**config.mk**
```make
export PLATFORM = sky130hd
export DESIGN_NAME = multi_timer
export DESIGN_NICKNAME = d
export VERILOG_FILES = /design/src/rtl/multi_timer.sv
export SDC_FILE = /design/constraint.sdc
export NUM_CORES = 1
export LEC_CHECK = 0
export ABC_AREA = 1
export CAP_MARGIN = 10
export CORE_MARGIN = 10
export CORE_UTILIZATION = 50
export CTS_BUF_LIST = sky130_fd_sc_hd__clkbuf_8
export CTS_CLUSTER_SIZE = 30
export DETAILED_ROUTE_END_ITERATION = 12
export DONT_BUFFER_PORTS = 1
export PLACE_DENSITY = 0.68
export SKIP_LAST_GASP = 1
export SYNTH_ARGS = -nofsm -noshare
export SYNTH_HDL_FRONTEND = slang
export SYNTH_SLANG_ARGS = --single-unit
export TNS_END_PERCENT = 20
```
**constraint.sdc**
```tcl
create_clock -name clk -period 5.92 [get_ports clk]
set_input_delay 0.592 -clock clk [delete_from_list [all_inputs] [get_ports clk]]
set_output_delay 0.592 -clock clk [all_outputs]
set_load 0.01 [all_outputs]
```
**src/rtl/multi_timer.sv**
```systemverilog
// Memory-mapped 64-bit timer with NCH compare channels, level interrupts and a byte-strobed register window.
// Define TIMER_AUTORELOAD_EN to add per-channel PERIOD registers that re-arm CMP after each match.
module multi_timer #(
  parameter logic [63:0] BASE = 64'h0200_0000,
  parameter int          NCH  = 2
) (
  input  logic           clk,
  input  logic           rst,
  input  logic           en,
  input  logic           wr,
  input  logic [7:0]     strb,
  input  logic [63:0]    addr,
  input  logic [63:0]    wdata,
  output logic [63:0]    rdata,
  output logic [NCH-1:0] irq
);

  localparam logic [4:0] W_MTIME = 5'd0;
  localparam logic [4:0] W_CTRL  = 5'd1;
  localparam logic [4:0] W_PEND  = 5'd2;
  localparam int         W_CMP   = 3;
  localparam int         W_PER   = 11;

  logic [63:0]    mtime;
  logic [7:0]     psc;
  logic           run;
  logic [7:0]     div;
  logic [NCH-1:0] ie;
  logic [NCH-1:0] pend;
  logic [63:0]    cmp [NCH];
`ifdef TIMER_AUTORELOAD_EN
  logic [63:0]    period [NCH];
  logic [NCH-1:0] wr_per;
`endif

  logic           sel;
  logic [4:0]     word;
  logic           wr_hit, wr_mtime, wr_ctrl, wr_pend;
  logic [NCH-1:0] wr_cmp;
  logic [NCH-1:0] match;
  logic [NCH-1:0] pend_nxt;
  logic [NCH-1:0] ie_nxt;

  function automatic logic [63:0] merge(input logic [63:0] old, input logic [63:0] d,
                                        input logic [7:0] s);
    for (int k = 0; k < 8; k++) merge[8*k +: 8] = s[k] ? d[8*k +: 8] : old[8*k +: 8];
  endfunction

  // BASE is assumed 8-byte aligned, so the word index is a 5-bit difference.
  assign sel      = en && (addr >= BASE) && (addr < BASE + 64'h100);
  assign word     = addr[7:3] - BASE[7:3];
  assign wr_hit   = sel && wr;
  assign wr_mtime = wr_hit && (word == W_MTIME);
  assign wr_ctrl  = wr_hit && (word == W_CTRL);
  assign wr_pend  = wr_hit && (word == W_PEND);

  always_comb begin
    wr_cmp = '0;
    match  = '0;
    for (int i = 0; i < NCH; i++) begin
      wr_cmp[i] = wr_hit && (word == 5'(W_CMP + i));
      match[i]  = (mtime >= cmp[i]);
    end
  end

`ifdef TIMER_AUTORELOAD_EN
  always_comb begin
    wr_per = '0;
    for (int i = 0; i < NCH; i++) wr_per[i] = wr_hit && (word == 5'(W_PER + i));
  end
`endif

  // A compare hit sets PEND even if software clears it in the same cycle.
  always_comb begin
    pend_nxt = '0;
    for (int i = 0; i < NCH; i++)
      pend_nxt[i] = match[i] | (pend[i] & ~(wr_pend & strb[0] & wdata[i]));
    ie_nxt = (wr_ctrl && strb[2]) ? wdata[16 +: NCH] : ie;
  end

  // A CTRL write restarts the prescaler and skips that cycle's tick.
  always_ff @(posedge clk or posedge rst) begin
    if (rst) begin
      mtime <= '0;
      psc   <= '0;
      run   <= 1'b0;
      div   <= '0;
      ie    <= '0;
      pend  <= '0;
      irq   <= '0;
    end else begin
      if (wr_mtime) begin
        mtime <= merge(mtime, wdata, strb);
        psc   <= '0;
      end else if (wr_ctrl) begin
        psc   <= '0;
      end else if (run) begin
        if (psc == div) begin
          psc   <= '0;
          mtime <= mtime + 64'd1;
        end else begin
          psc   <= psc + 8'd1;
        end
      end
      if (wr_ctrl && strb[0]) run <= wdata[0];
      if (wr_ctrl && strb[1]) div <= wdata[15:8];
      ie   <= ie_nxt;
      pend <= pend_nxt;
      irq  <= pend_nxt & ie_nxt;
    end
  end

  always_ff @(posedge clk or posedge rst) begin
    if (rst) begin
      for (int i = 0; i < NCH; i++) begin
        cmp[i] <= '1;
`ifdef TIMER_AUTORELOAD_EN
        period[i] <= '0;
`endif
      end
    end else begin
      for (int i = 0; i < NCH; i++) begin
        if (wr_cmp[i]) cmp[i] <= merge(cmp[i], wdata, strb);
`ifdef TIMER_AUTORELOAD_EN
        else if (match[i] && (period[i] != 64'd0)) cmp[i] <= cmp[i] + period[i];
        if (wr_per[i]) period[i] <= merge(period[i], wdata, strb);
`endif
      end
    end
  end

  always_comb begin
    rdata = '0;
    if (sel && !wr) begin
      case (word)
        W_MTIME: rdata = mtime;
        W_CTRL: begin
          rdata[0]        = run;
          rdata[15:8]     = div;
          rdata[16 +: NCH] = ie;
        end
        W_PEND: rdata[NCH-1:0] = pend;
        default: begin
          for (int i = 0; i < NCH; i++) begin
            if (word == 5'(W_CMP + i)) rdata = cmp[i];
`ifdef TIMER_AUTORELOAD_EN
            if (word == 5'(W_PER + i)) rdata = period[i];
`endif
          end
        end
      endcase
    end
  end

endmodule

```
== After elaboration in Yosys (flattened, before gate mapping) ==
Cells that the tools add are included.
Widths: inputs -> output; s select.

* Bits of input ports: 140
* Word-level logic and storage cells: 127
* Register bits after elaboration: 215
* Output and inout port bits: 66

* Equal/unequal tests: 14
* $add $sub $neg: 2
* Multiplexer cells: 25
* Bitwise operators: 10
* $lt $le $gt $ge: 4
* Reductions and logical operators: 42

{| class="wikitable"
|+ Operators by type and width
! operator !! number
|-
| $mux 64 || 7
|-
| $ge 64x64->1 || 2
|-
| $mux 8 || 12
|-
| $pmux 46 s2 || 1
|-
| $add 64x1->64 const B || 1
|-
| $ge 64x26->1 const B || 1
|-
| $lt 64x26->1 const B || 1
|-
| $reduce_and 2->1 || 16
|-
| $reduce_and 4->1 || 8
|-
| $pmux 10 s3 || 1
|-
| $ne 2x2->1 const B || 9
|-
| $logic_and 1x1->1 || 12
|-
| $pmux 6 s2 || 1
|-
| $eq 5x2->1 const B || 2
|-
| $add 8x1->8 const B || 1
|-
| $eq 8x8->1 || 1
|-
| $pmux 1 s3 || 2
|-
| $and 1x1->1 || 5
|-
| $eq 5x1->1 const B || 1
|-
| $eq 5x3->1 const B || 1
|-
| $logic_not 5->1 || 1
|-
| $reduce_bool 2->1 || 2
|-
| $reduce_bool 3->1 || 1
|-
| $and 2x2->2 || 1
|-
| other kinds (5) || 7
|}

== Longest topological paths before layout ==
Gate-level depths: netlist of the first run.

* Depth after elaboration: 11
* Mapped depth: 17
* Gate-level depth less buffers: 17

== Least setup slack after synthesis of the first run ==
No wires, ideal clock.

* Path kind: input port to output port
* From: in addr[5]
* To: out rdata[43]
* Required time: 5.328 ns
* Path slack: 3.263 ns
* Data arrival time: 2.065 ns
* Path buffers: 2
* Cell stages on the path: 7
* Cells stage by stage: nor2_1 > nand4_1 > nand2_1 > clkbuf_1 > buf_1 > a21oi_1 > a221oi_1

* Longest elaborated chain between the ends: 5
* Elaborated cells between the ends (all ways): 15

{| class="wikitable"
|+ RTL lines
! item !! RTL line !! RTL
|-
| from (decl) || 12 || <nowiki>input logic [63:0] addr,</nowiki>
|-
| $ge 64x26->1 or $eq 5x2->1 (tied branches) || 50, 145 ||
|-
| $logic_and 1x1->1 or $mux 64 (tied branches) (2 in series) || 50, 145 ||
|-
| $logic_and 1x1->1 or $pmux 46 s2 (tied branches) || 134, 135 ||
|-
| $mux 64 * || 134 || <nowiki>if (sel && !wr) begin</nowiki>
|-
| to (decl) || 14 || <nowiki>output logic [63:0] rdata,</nowiki>
|}

Mark *: on every way between the ends. The rest lies on a longest branch, timed or not.

== Worst setup path after layout of the first run ==
* From: in addr[5]
* To: out rdata[46]

The elaborated chain is that of the path after synthesis.

==> results of run 1 <==
-- where the power goes --
| part | internal [mW] | total [mW] | switching [mW] |
|---|---|---|---|
| Sequential | 1.47 | 1.47 | 0.0000000191 |
| Clock | 0.873 | 1.56 | 0.684 |
| Combinational | 0.0218 | 0.106 | 0.0842 |
| Total | 2.37 | 3.14 | 0.768 |
-- per-stage QoR --
stage | instance area, um2 | setup WS, ns | util
2_1_floorplan | 16800 | 2.63 | -
3_3_place_gp | 17200 | 2.35 | 0.514
3_5_place_dp | 17200 | 2.27 | 0.514
4_1_cts | 18000 | 2.27 | 0.540
5_1_grt | 18000 | 2.07 | 0.540
6_report | 18000 | 2.28 | 0.541
-- sequential cells by signal (all words and copies together), names as in the netlist --
| name | count |
|---|---|
| cmp | 128 |
| div | 8 |
| ie | 2 |
| irq | 2 |
| mtime | 64 |
| pend | 2 |
| psc | 8 |
| run | 1 |
-- what timing repair did --
item | CTS | global route
setup endpoints to repair | 0 | 0
hold endpoints to repair | 8 | 0
hold buffers | 1 | 0
-- layout make-up --
class	count	area (um2)	share of cell area
clock buffer	52	716	0.0397
sequential	215	5540	0.307
tap	448	561	0.0311
inverter	301	1140	0.0630
clock inverter	24	148	0.00819
multi-input combinational	1882	9830	0.545
timing repair buffer	12	105	0.00583
antenna	1	2.50	0.000139
-- kinds of logic (layout without fill, tap and decap cells) --
group,count (synthesis),after routing,share of synthesized area
AO/OA/AOI/OAI,428,428,0.145
XOR/XNOR,39,39,0.0203
adder cells (fa/ha/maj),130,130,0.0966
buffers and inverters,389,389,0.0886
flip-flops,215,215,0.329
other,0,1,0
AND/OR/NAND/NOR,1285,1285,0.320
-- critical path: stages --
cell	delay, ns
nor2_1	0.16
nand4_1	0.30
inv_2	0.91
buf_4	0.37
nand2_1	0.08
a221oi_1	0.61
-- Yosys cell counts, types with 2 or more instances --
cell type / instances
o22ai_1: 2
nor3_1: 41
nand3_1: 92
o21a_1: 6
dfrtp_1: 87
nand4_1: 69
nor2_4: 7
or2_0: 3
a21oi_1: 121
nor2_1: 234
xor2_1: 26
inv_1: 295
dfstp_2: 128
o21ai_0: 196
xnor2_1: 13
clkbuf_1: 64
nand3b_1: 11
a221oi_1: 71
buf_1: 11
buf_6: 2
nand2_1: 790
nor4_1: 2
inv_2: 4
nor2_2: 9
or2_2: 11
nand2_2: 7
ha_1: 130
nand2_4: 3
buf_2: 11
o21ai_1: 27
-- metal layers --
metal,global-route usage,vias to the layer above
met2,0.440,646
met1,0.351,7819
met3,0.0525,113
li1,-,8106
met4,0.0983,0
met5,0,-
-- cells in the final DEF (no fill, tap or decap), drive strengths merged, types with 2 or more instances in the layout --
master and count:
nand2 800, inv 320, nor2 250, o21ai 224, ha 130, dfstp 128
a21oi 121, nand3 93, dfrtp 87, a221oi 71, nand4 70, clkbuf 52
nor3 41, xor2 26, or2 15, xnor2 13, nand3b 11, buf 11
o21a 6, o22ai 2, nor4 2, clkinvlp 2, bufinv 2, and2 2
-- how the worst min path moves through the flow --
stage	startpoint	end	slack (ns)	depth (start not counted)
6_report	wdata[16]	cmp[16]$_DFFE_PP1P_	0.10	2
5_1_grt	wdata[16]	cmp[80]$_DFFE_PP1P_	0.11	2
4_1_cts	wdata[16]	cmp[16]$_DFFE_PP1P_	0.07	2
3_5_place_dp	cmp[126]$_DFFE_PP1P_	cmp[126]$_DFFE_PP1P_	0.48	2
3_3_place_gp	cmp[1]$_DFFE_PP1P_	cmp[1]$_DFFE_PP1P_	0.48	2
2_1_floorplan	cmp[126]$_DFFE_PP1P_	cmp[126]$_DFFE_PP1P_	0.47	2
==> impl_metrics.xml, run 1 <==
<?xml version="1.0" encoding="UTF-8"?>
<metrics>
  <group name="placement">
    <metric name="dp_hpwl" unit="um">42500</metric>
    <metric name="dp_cells" unit="">2857</metric>
    <metric name="io_buffer_count" unit="">0</metric>
    <metric name="gpl.final_weighted_congestion" unit="">1.01</metric>
  </group>
  <group name="flow_run">
    <metric name="maxCapViolations" unit="">0</metric>
  </group>
  <group name="logic_synthesis">
    <metric name="avgSynthCellArea" unit="um2">6.77</metric>
    <metric name="synth_cell_types" unit="">43</metric>
    <metric name="synth_seq_area_share" unit="">0.329</metric>
    <metric name="proportion_of_netlist_area_held_by_the_largest_area_contributor" unit="">0.200</metric>
    <metric name="dominantRegCellSynth" unit="">dfstp_2</metric>
    <metric name="synth.top_cells.by_area" unit="">dfstp_2 20%, nand2_1 18%, dfrtp_1 13%, ha_1 9.7%, inv_1 6.6%</metric>
    <metric name="number_of_enable_type_register_cells_in_the_synthesized_netlist" unit="">0</metric>
    <metric name="synth_top_cell_by_area" unit="">dfstp_2</metric>
    <metric name="syn_area" unit="um2">16800</metric>
    <metric name="yosys_warnings" unit="">0</metric>
    <metric name="synthesis.instances" unit="">2486</metric>
    <metric name="async_flop_share" unit="">1.00</metric>
    <metric name="postSynthRegisterBits" unit="">215</metric>
    <metric name="mappedNetlistNets" unit="">2756</metric>
  </group>
  <group name="clocking">
    <metric name="clock_tree_from_tritoncts" unit="">yes</metric>
    <metric name="cts_buffers" unit="">41</metric>
    <metric name="post_cts.repair.setup_buffers" unit="">0</metric>
    <metric name="max-clock-path-buffers" unit="">3</metric>
    <metric name="clock_insertion_delay_worst_skew" unit="ns">0.62</metric>
    <metric name="ctsRootBufferMaster" unit="">clkbuf_8</metric>
    <metric name="ctsResizeCount" unit="">0</metric>
    <metric name="clkSinkCount" unit="">215</metric>
    <metric name="cts.reportedPaths.clkPinSlew" unit="ns">0.06</metric>
    <metric name="clock_tree.htree_level_count" unit="">2</metric>
  </group>
  <group name="critical_path">
    <metric name="timing.critical_path.fanout_max" unit="">50</metric>
    <metric name="criticalPathCategory" unit="">in2out</metric>
    <metric name="data_arrival_time_of_the_worst_path" unit="ns">3.05</metric>
    <metric name="cp_data_required_time" unit="ns">5.33</metric>
    <metric name="timing.critical_path.from" unit="">addr[5]</metric>
    <metric name="worst_r2r_path_depth" unit="">12</metric>
    <metric name="critical_path.endpoint" unit="">rdata[46]</metric>
    <metric name="worst_setup_end_kind" unit="">output pin</metric>
    <metric name="critical_path.reg2reg.startpoint" unit="">mtime[0]$_DFFE_PP0P_</metric>
    <metric name="worst-r2r-setup-slack" unit="ns">3.11</metric>
    <metric name="startpoint_type" unit="">primary input</metric>
    <metric name="timing.rr.end" unit="">mtime[52]$_DFFE_PP0P_</metric>
  </group>
  <group name="drt">
    <metric name="drt_first_iter_violations" unit="">1439</metric>
    <metric name="wl_met1" unit="um">24200</metric>
    <metric name="top_signal_layer_used" unit="">met4</metric>
    <metric name="mean_number_of_vias_per_cell" unit="">5.68</metric>
    <metric name="remaining_drc_errors" unit="">0</metric>
    <metric name="post_route_wl" unit="um">56600</metric>
    <metric name="dr_wl_met3" unit="um">4190</metric>
    <metric name="wl_met2" unit="um">26300</metric>
    <metric name="per_cell_routed_wire_length" unit="um">19.3</metric>
    <metric name="via_count" unit="">16700</metric>
    <metric name="dr.pass1.iters" unit="">6</metric>
    <metric name="antenna_violating_nets_post_route" unit="">0</metric>
  </group>
  <group name="die">
    <metric name="floorplan.die.height" unit="um">204</metric>
    <metric name="core_area" unit="um2">33400</metric>
    <metric name="floorplan.rows" unit="">67</metric>
    <metric name="fp.dieArea" unit="um2">41400</metric>
    <metric name="die_width" unit="um">204</metric>
    <metric name="start_util" unit="">0.505</metric>
    <metric name="io_pins" unit="">206</metric>
  </group>
  <group name="grt">
    <metric name="grt_first_pass_wirelength" unit="um">89800</metric>
    <metric name="initial_antenna_violation_count" unit="">1</metric>
    <metric name="grt_start_max_net_pins" unit="">110</metric>
    <metric name="number_of_global_route_vias_before_repair" unit="">16100</metric>
    <metric name="gr-usage-all-layers" unit="">0.271</metric>
    <metric name="globalRoute.totalOverflow" unit="">0</metric>
  </group>
  <group name="sta">
    <metric name="min_period" unit="ns">3.64</metric>
    <metric name="fmax" unit="GHz">0.274</metric>
    <metric name="grt_setup_unrepaired" unit="">no</metric>
    <metric name="report.final.slew_viol_count" unit="">0</metric>
    <metric name="finClkSkew" unit="ns">0.0351</metric>
    <metric name="setup_viol" unit="">0</metric>
    <metric name="max_slew_margin" unit="">0.253</metric>
    <metric name="finalHoldWorstSlack" unit="ns">0.102</metric>
    <metric name="final_min_period_over_clock_period" unit="">0.615</metric>
    <metric name="fin_setup_tns" unit="ns">0</metric>
    <metric name="report.final.hold_viol_count" unit="">0</metric>
    <metric name="worst-slew-pin-transition" unit="ns">1.12</metric>
  </group>
  <group name="cells_and_area">
    <metric name="final_cell_count_no_fill" unit="">2935</metric>
    <metric name="syn2layout_area_growth" unit="%">7.09</metric>
    <metric name="final_layout_size_suffix_gt1_frac" unit="">0.0981</metric>
    <metric name="n_fill_cell" unit="">3343</metric>
    <metric name="nets" unit="">2723</metric>
  </group>
  <group name="run_status">
    <metric name="outcome" unit="">finished clean</metric>
  </group>
  <group name="power">
    <metric name="power.total" unit="mW">3.14</metric>
    <metric name="peakVddDrop" unit="V">0.000194</metric>
    <metric name="power.density" unit="nW/um2">174</metric>
    <metric name="leakage" unit="nW">7.58</metric>
  </group>
  <group name="worst_hold_path">
    <metric name="min_delay_path_class" unit="">in2reg</metric>
  </group>
</metrics>
Power figures use the tool's default switching activity.
==> inputs of run 2 (changes only) <==
- PLACE_DENSITY: 0.68 -> not set
- clock period: 5.92 -> 3.5 ns (I/O delays scaled with it)
==> run 2 against run 1 <==
Clock power up 69%. Non-clock buffer count is 101 higher. Combinational power rose to 2.8 times the previous value. Sequential share of layout area is 1.6 points lower. Critical path type unchanged. Critical endpoint is now rdata[21].
==> impl_metrics.xml, run 2 (same netlist as run 1, synthesis figures left out) <==
<?xml version="1.0" encoding="UTF-8"?>
<metrics>
  <group name="clocking">
    <metric name="cts_buffers" unit="">41</metric>
    <metric name="post_cts.repair.setup_buffers" unit="">0</metric>
    <metric name="ctsResizeCount" unit="">0</metric>
    <metric name="max-clock-path-buffers" unit="">3</metric>
    <metric name="clkSinkCount" unit="">215</metric>
    <metric name="clock_tree_from_tritoncts" unit="">yes</metric>
    <metric name="ctsRootBufferMaster" unit="">clkbuf_8</metric>
    <metric name="cts.reportedPaths.clkPinSlew" unit="ns">0.06</metric>
    <metric name="postCtsHoldBufs" unit="">71</metric>
    <metric name="clock_tree.htree_level_count" unit="">2</metric>
    <metric name="clock_insertion_delay_worst_skew" unit="ns">0.60</metric>
  </group>
  <group name="grt">
    <metric name="grt_start_max_net_pins" unit="">71</metric>
    <metric name="gr-usage-all-layers" unit="">0.281</metric>
    <metric name="initial_antenna_violation_count" unit="">1</metric>
    <metric name="number_of_global_route_vias_before_repair" unit="">16400</metric>
    <metric name="globalRoute.totalOverflow" unit="">0</metric>
    <metric name="grt_first_pass_wirelength" unit="um">92000</metric>
  </group>
  <group name="critical_path">
    <metric name="cp_data_required_time" unit="ns">3.15</metric>
    <metric name="startpoint_type" unit="">primary input</metric>
    <metric name="timing.critical_path.fanout_max" unit="">62</metric>
    <metric name="critical_path.reg2reg.startpoint" unit="">cmp[123]$_DFFE_PP1P_</metric>
    <metric name="timing.rr.end" unit="">irq[0]$_DFF_PP0_</metric>
    <metric name="worst_setup_end_kind" unit="">output pin</metric>
    <metric name="worst_r2r_path_depth" unit="">10</metric>
    <metric name="data_arrival_time_of_the_worst_path" unit="ns">2.39</metric>
    <metric name="worst-r2r-setup-slack" unit="ns">0.86</metric>
    <metric name="criticalPathCategory" unit="">in2out</metric>
  </group>
  <group name="die">
    <metric name="die_width" unit="um">204</metric>
    <metric name="floorplan.rows" unit="">67</metric>
    <metric name="fp.dieArea" unit="um2">41400</metric>
    <metric name="floorplan.die.height" unit="um">204</metric>
    <metric name="start_util" unit="">0.505</metric>
    <metric name="core_area" unit="um2">33400</metric>
    <metric name="io_pins" unit="">206</metric>
  </group>
  <group name="sta">
    <metric name="min_period" unit="ns">2.74</metric>
    <metric name="fin_setup_tns" unit="ns">0</metric>
    <metric name="setup_viol" unit="">0</metric>
    <metric name="fmax" unit="GHz">0.365</metric>
    <metric name="report.final.hold_viol_count" unit="">0</metric>
    <metric name="finClkSkew" unit="ns">0.0201</metric>
    <metric name="worst-slew-pin-transition" unit="ns">0.917</metric>
    <metric name="final_min_period_over_clock_period" unit="">0.782</metric>
    <metric name="max_slew_margin" unit="">0.389</metric>
    <metric name="grt_setup_unrepaired" unit="">no</metric>
    <metric name="report.final.slew_viol_count" unit="">0</metric>
  </group>
  <group name="cells_and_area">
    <metric name="largest_registers" unit="">cmp (128), mtime (64)</metric>
    <metric name="layout_commonest_cell" unit="">nand2_1</metric>
    <metric name="nets" unit="">2824</metric>
    <metric name="registers.top_by_ff_count" unit="">cmp</metric>
    <metric name="final_cell_count_no_fill" unit="">3036</metric>
    <metric name="core_util_final" unit="">0.571</metric>
    <metric name="final_layout_size_suffix_gt1_frac" unit="">0.111</metric>
    <metric name="n_fill_cell" unit="">3309</metric>
    <metric name="flip_flop_count_of_the_largest_register_after_layout" unit="">128</metric>
    <metric name="commonest_non_fill_non_tap_cells_in_the_layout" unit="">789 x nand2_1, 304 x inv_1, 234 x nor2_1</metric>
    <metric name="syn2layout_area_growth" unit="%">13.1</metric>
  </group>
  <group name="drt">
    <metric name="remaining_drc_errors" unit="">0</metric>
    <metric name="per_cell_routed_wire_length" unit="um">19.5</metric>
    <metric name="via_count" unit="">16800</metric>
    <metric name="antenna_violating_nets_post_route" unit="">0</metric>
    <metric name="drt_first_iter_violations" unit="">1158</metric>
    <metric name="dr.pass1.iters" unit="">6</metric>
    <metric name="post_route_wl" unit="um">59100</metric>
    <metric name="mean_number_of_vias_per_cell" unit="">5.54</metric>
  </group>
  <group name="power">
    <metric name="peakVddDrop" unit="V">0.000294</metric>
    <metric name="power.density" unit="nW/um2">285</metric>
    <metric name="leakage" unit="nW">8.05</metric>
    <metric name="power.total" unit="mW">5.43</metric>
  </group>
  <group name="placement">
    <metric name="dp_cells" unit="">2888</metric>
    <metric name="dp_hpwl" unit="um">43000</metric>
    <metric name="io_buffer_count" unit="">0</metric>
    <metric name="gpl.final_weighted_congestion" unit="">0.940</metric>
  </group>
  <group name="run_status">
    <metric name="outcome" unit="">finished clean</metric>
  </group>
  <group name="worst_hold_path">
    <metric name="worst_hold_path.endpoint" unit="">ie[1]$_DFF_PP0_</metric>
    <metric name="worst_hold_startpoint" unit="">strb[2]</metric>
    <metric name="min_delay_path_class" unit="">in2reg</metric>
    <metric name="min_path_cells" unit="">3</metric>
  </group>
  <group name="flow_run">
    <metric name="maxCapViolations" unit="">0</metric>
  </group>
</metrics>
run 2: changes by cell type in the layout (fill, tap and decap cells not counted), sizes merged:
cell         change
dlygate4sd3     +69
bufinv           -1
clkbuf           +3
buf             +32
inv             -10
clkinv           +8
run 2: how the worst max path moves through the flow:
stage | start | end | slack [ns] | cells after the start
floorplan | rst | div[0]$_DFFE_PP0P_ | 0.46 | 1
global placement | addr[31] | mtime[43]$_DFFE_PP0P_ | 0.73 | 11
detailed placement | addr[31] | mtime[45]$_DFFE_PP0P_ | 0.71 | 11
CTS | addr[5] | rdata[33] | 0.79 | 6
global route | addr[5] | rdata[21] | 0.66 | 7
finish | addr[5] | rdata[21] | 0.76 | 7
run 2: report_power, final:
part | total [mW] | internal, mW | switching (mW)
clock | 2.64 | 1.48 | 1.16
combinational | 0.293 | 0.0977 | 0.195
sequential | 2.49 | 2.49 | 0.0000000324
run 2: layer usage:
metal  track usage  routed length [um]  part of all wire  up-vias
met4        0.0941                1700             0.029        0
li1              -                   -                 -     8306
met1         0.357               25100              0.43     7872
met5             0                   0                 0        -
met3        0.0549                4190             0.071       93
met2         0.468               28000              0.47      559
run 2: worst max-delay path, stage by stage:
cell,delay [ns]
nor2_1,0.16
nand4_1,0.56
inv_2,0.23
buf_12,0.35
nand2_1,0.09
a221oi_1,0.41
buf_4,0.21
run 2: area by class of cell:
class                      instances  area, um2  share of cell area
multi-input combinational       1882       9830               0.516
clock buffer                      55        757              0.0397
inverter                         301       1140              0.0596
timing repair buffer             113       1110              0.0583
antenna                            1       2.50            0.000131
clock inverter                    21        120             0.00630
tap                              448        561              0.0294
sequential                       215       5540               0.291
run 2: per-stage QoR:
stage | hold WS, ns | setup slack [ns] | cell area (um2)
floorplan | 0.470 | 0.456 | 16800
global placement | 0.416 | 0.733 | 17500
detailed placement | 0.428 | 0.708 | 17500
CTS | 0.00618 | 0.788 | 19100
global route | 0.0472 | 0.662 | 19100
finish | 0.0463 | 0.763 | 19100
